File: src/rtl/kernel_ddr3_mem_dmaster_p2b_encoder.sv
// Packets-to-bytes encoder: serialises an Avalon-ST packet stream into a byte stream with in-band
// SOP/EOP/channel markers and escapes. Define P2B_CHANNEL_EN to emit channel markers.
module kernel_ddr3_mem_dmaster_p2b_encoder #(
  parameter int         CHANNEL_WIDTH = 8,
  parameter logic [7:0] SOP_CHAR      = 8'h7A,
  parameter logic [7:0] EOP_CHAR      = 8'h7B,
  parameter logic [7:0] CH_CHAR       = 8'h7C,
  parameter logic [7:0] ESC_CHAR      = 8'h7D
) (
  input  logic                     clk,
  input  logic                     reset,
  output logic                     in_ready,
  input  logic                     in_valid,
  input  logic [7:0]               in_data,
  input  logic [CHANNEL_WIDTH-1:0] in_channel,
  input  logic                     in_startofpacket,
  input  logic                     in_endofpacket,
  input  logic                     out_ready,
  output logic                     out_valid,
  output logic [7:0]               out_data
);

  // Encoding order matters: states after IDLE follow the emission order of a beat.
  typedef enum logic [2:0] {
    IDLE, CH_MARK, CH_ESC, CH_VAL, SOP_MARK, EOP_MARK, D_ESC, D_VAL
  } state_t;

  state_t     state_q, state_d;
  logic       out_valid_q, out_valid_d;
  logic [7:0] out_data_q, out_data_d;
  logic       ld, go, need_ch, ch_spec, d_spec, ch_upd, found;
  logic [7:0] ch8, byte_sel, req;
  logic [2:0] cur, nxt;

  function automatic logic special(input logic [7:0] b);
    return (b >= 8'h7A) && (b <= 8'h7D);
  endfunction

`ifdef P2B_CHANNEL_EN
  logic       ch_known_q, ch_known_d;
  logic [7:0] last_ch_q, last_ch_d;

  always_comb begin
    ch8 = '0;
    ch8[CHANNEL_WIDTH-1:0] = in_channel;
  end
  assign need_ch = in_startofpacket || !ch_known_q || (ch8 != last_ch_q);

  always_comb begin
    ch_known_d = ch_known_q || ch_upd;
    last_ch_d  = ch_upd ? ch8 : last_ch_q;
  end

  always_ff @(posedge clk or posedge reset) begin
    if (reset) begin
      ch_known_q <= 1'b0;
      last_ch_q  <= 8'h00;
    end else begin
      ch_known_q <= ch_known_d;
      last_ch_q  <= last_ch_d;
    end
  end
`else
  logic unused_ok;
  assign ch8       = 8'h00;
  assign need_ch   = 1'b0;
  assign unused_ok = ^{in_channel, ch_upd};
`endif

  always_comb begin
    ld      = !out_valid_q || out_ready;
    ch_spec = special(ch8);
    d_spec  = special(in_data);
    // Bit i set when the element encoded by state value i is part of this beat.
    req = {1'b1, d_spec, in_endofpacket, in_startofpacket,
           need_ch, need_ch && ch_spec, need_ch, 1'b0};

    found = 1'b0;
    cur   = 3'd7;
    if (state_q == IDLE) begin
      for (int i = 1; i < 8; i++)
        if (!found && req[i]) begin
          cur   = 3'(i);
          found = 1'b1;
        end
    end else begin
      cur = state_q;
    end

    found = 1'b0;
    nxt   = 3'd0;
    for (int i = 1; i < 8; i++)
      if (!found && (3'(i) > cur) && req[i]) begin
        nxt   = 3'(i);
        found = 1'b1;
      end

    case (state_t'(cur))
      CH_MARK:       byte_sel = CH_CHAR;
      CH_ESC, D_ESC: byte_sel = ESC_CHAR;
      CH_VAL:        byte_sel = ch_spec ? (ch8 ^ 8'h20) : ch8;
      SOP_MARK:      byte_sel = SOP_CHAR;
      EOP_MARK:      byte_sel = EOP_CHAR;
      default:       byte_sel = d_spec ? (in_data ^ 8'h20) : in_data;
    endcase

    go          = (state_q == IDLE) ? (in_valid && ld) : ld;
    state_d     = state_q;
    out_valid_d = out_valid_q;
    out_data_d  = out_data_q;
    ch_upd      = go && (cur == 3'(CH_VAL));
    if (go) begin
      out_valid_d = 1'b1;
      out_data_d  = byte_sel;
      state_d     = state_t'(nxt);
    end else if (ld) begin
      out_valid_d = 1'b0;
    end
    in_ready = go && (nxt == 3'd0) && !reset;
  end

  always_ff @(posedge clk or posedge reset) begin
    if (reset) begin
      state_q     <= IDLE;
      out_valid_q <= 1'b0;
      out_data_q  <= 8'h00;
    end else begin
      state_q     <= state_d;
      out_valid_q <= out_valid_d;
      out_data_q  <= out_data_d;
    end
  end

  assign out_valid = out_valid_q;
  assign out_data  = out_data_q;

endmodule

File: config.mk
export PLATFORM = sky130hd
export DESIGN_NAME = kernel_ddr3_mem_dmaster_p2b_encoder
export DESIGN_NICKNAME = d
export VERILOG_FILES = /design/src/rtl/kernel_ddr3_mem_dmaster_p2b_encoder.sv
export SDC_FILE = /design/constraint.sdc
export NUM_CORES = 1
export LEC_CHECK = 0
export CAP_MARGIN = 20
export CORE_ASPECT_RATIO = 0.8
export CORE_UTILIZATION = 25
export DETAILED_ROUTE_END_ITERATION = 8
export PLACE_DENSITY = 0.54
export SETUP_SLACK_MARGIN = 0.15
export SLEW_MARGIN = 20
export SYNTH_ARGS = -nofsm -noshare
export SYNTH_HDL_FRONTEND = slang
export SYNTH_SLANG_ARGS = --single-unit
File: constraint.sdc
create_clock -name clk -period 1.89 [get_ports clk]
set_input_delay 0.378 -clock clk [delete_from_list [all_inputs] [get_ports clk]]
set_output_delay 0.378 -clock clk [all_outputs]
set_load 0.03 [all_outputs]
==> run summary <==
Hold-fix buffers, CTS - 0
leading cell type by number of instances after synthesis - dfrtp_1
Reg power frac - 23.1%
routed wire length per instance - 12.9 um
first-pass GRT wire length - 3.64 mm
Worst slew margin - 74.2%
Yosys warnings - 0
port buffer count - 23
setup slack after layout - -0.274 ns
layout cell share with drive strength beyond 1 - 31.5%
Total Power - 1.85 mW
CP max stage cell - or4_4
CTS root buffer - clkbuf_8
multi-input logic area - 465 um^2
clk_lat worst skew - 0.24 ns
Yosys cell types - 35
die height - 51.4 um
Setup crit end kind - output port
Post-Syn Area per Cell - 9.20 um^2
clock share of power - 15.5%
clock sink total - 12
crit path kind - register to output port
gpl congestion - 0.805
Ant. Diodes - 0
RSZ-0062 raised after global routing - true
crit-path max FO - 2
core area - 2830 um^2
row cnt - 17
Hold WS - 0.470 ns
Layout Skew - 0.00515 ns
H-tree depth - 1
internal power - 1.10 mW
final setup fails - 1
dpl ws - -0.568 ns
final cycle utilization of the critical path - 114%
Clock transition at path regs - 0.06 ns
Inserted Clock Buffers - 3
post-synthesis sequential area ratio - 39.3%
initial core utilization - 27.0%
Clock Path Buffers - 2
crit start category - register
LEAKAGE - 0.524 nW
worst-path cell chain - or4_4 > a2bb2oi_4 > nor3_4 > and3_4 > buf_6
Vias per Instance - 4.78
Hold Crit Class - primary input to async pin
die width - 63.8 um
P&R area growth vs syn - 68.9%
detailed-route DRC error count - 0
ys flop type - dfrtp_1
initial antenna violation count - 0
top cell type's share of synthesized area - 39.3%
CTS tree - done
number of synthesized register bits - 12
Async SR Flop Fraction - 100%
initial drt markers - 13
Final nets - 150
Syn Nets - 105
HPWL Detailed - 1.57 mm
total global-route track usage - 14.6%
Final Hold Viols - 0
Logic pwr share - 61.4%
sw frac - 40.4%
post-route ant nets - 0
status - finished with violations
Tmin final - 2.16 ns
Crit path required time - 1.51 ns
P_sw - 0.747 mW
top cells by area, synth - dfrtp_1 (39%), o21ai_0 (5.2%), nand2_1 (4.9%)
Register Area - 300 um^2
vias in the first global route - 758
routed wire length - 2.14 mm
actual slew at the worst max-slew pin - 0.377 ns
fillers - 279
Post-Syn Instances - 83
Slew Limit Fails - 0
die area - 3280 um^2
routed via count - 788
critical path's largest stage delay - 0.54 ns
Cell Pwr Density - 1430 nW/um^2
top cells by count, synth - dfrtp_1 (12), nand2_1 (10), nor2_1 (10), o21ai_0 (8), a21oi_1 (5)
failing checks - setup timing
GRT overflow - 0
area leader, netlist - dfrtp_1
Initial DRT Pass Iterations - 4
Post-synth EDFFs - 0
VDD IR max - 0.000640 V
max_cap viols - 0
I/O pin count - 32
Util after Layout - 45.6%
fmax - 0.462 GHz
largest net degree at the start of global routing - 13
Worst Path Arrival - 1.79 ns
synthesized cell area - 763 um^2
==> flip-flops by register name, indices dropped and copies added (netlist names) <==
| register | count |
|---|---|
| out_data | 8 |
| out_valid | 1 |
| state_q | 3 |
==> routing by layer <==
layer | vias up | global-route usage, % | share of wire, %
met2 | 22 | 22.2 | 45
li1 | 399 | - | -
met1 | 365 | 20.4 | 50
met3 | 2 | 4.69 | 4.3
met5 | - | 0 | 0
met4 | 0 | 2.27 | 0.28
==> cells by family (layout without fill, tap and decap cells) <==
kind of cell	Yosys count	count (layout)	synth area share, %
compound gates	27	27	25.1
buf+inv	5	49	5.74
simple gates	38	38	28.7
flops	12	12	39.3
xor+xnor	1	1	1.15
==> repair_timing <==
action | CTS | global route
cloned | 0 | 1
pin swaps | 4 | 3
endpoints found under the setup margin | 10 | 7
setup buffers | 0 | 3
gates resized for setup | 5 | 10
==> cell type report <==
type | instances | share of cell area (%)
Tap cell | 38 | 3.69
Timing Repair Buffer | 44 | 32.3
Multi-Input combinational cell | 66 | 36.1
Sequential cell | 12 | 23.3
Clock buffer | 4 | 4.27
Inverter | 1 | 0.291
==> cell usage in the layout, fill, tap and decap left out, types with 2 or more instances in the layout <==
cell type / netlist / layout
a21oi_1: 5 / 5
a31oi_1: 2 / 2
buf_4: 0 / 18
buf_6: 2 / 2
clkbuf_8: 1 / 4
clkdlybuf4s50_1: 0 / 21
dfrtp_1: 12 / 12
nand2_1: 10 / 10
nand3_1: 2 / 2
nor2_1: 10 / 10
nor2b_1: 2 / 2
nor3_1: 3 / 3
o21ai_0: 8 / 5
o21ai_1: 0 / 3
==> worst max-delay path: cells and delay by family, from the launching register on <==
kind	cells	cell delay (ns)
and+or+nand+nor	3	0.86
DFF	1	0.39
AOI/OAI and AO/OA	1	0.17
buffers and inverters	1	0.12
==> through the flow <==
step	std cells	TNS, ns	area (um^2)
finish	165	-0.274	1290
global route	165	-0.377	1290
CTS	161	-0.304	1220
detailed placement	157	-2.86	1140
global placement	157	-2.75	1140
floorplan	83	-0.132	779
==> power by group through the flow <==
stage / logic, mW / clock network (mW) / registers, mW
CTS: 0.995 / 0.294 / 0.426
global route: 1.23 / 0.314 / 0.440
floorplan: 0.488 / 0 / 0.580
global placement: 0.954 / 0 / 0.425
detailed placement: 0.949 / 0 / 0.427
finish: 1.13 / 0.286 / 0.427
==> path summary, 6_finish.rpt <==
path                       slack [ns]         from  cells past startpoint     endpoint
max                             -0.27   state_q[1]                      5     in_ready
min                              0.47        reset                      3   state_q[1]
max reg2reg                      0.01   state_q[1]                      7   state_q[0]
min reg2reg                      0.50  out_data[1]                      2  out_data[1]
max in group asynchronous        1.26        reset                      3  out_data[2]
min in group clk                 0.50  out_data[1]                      2  out_data[1]
Power figures use the tool's default switching activity.
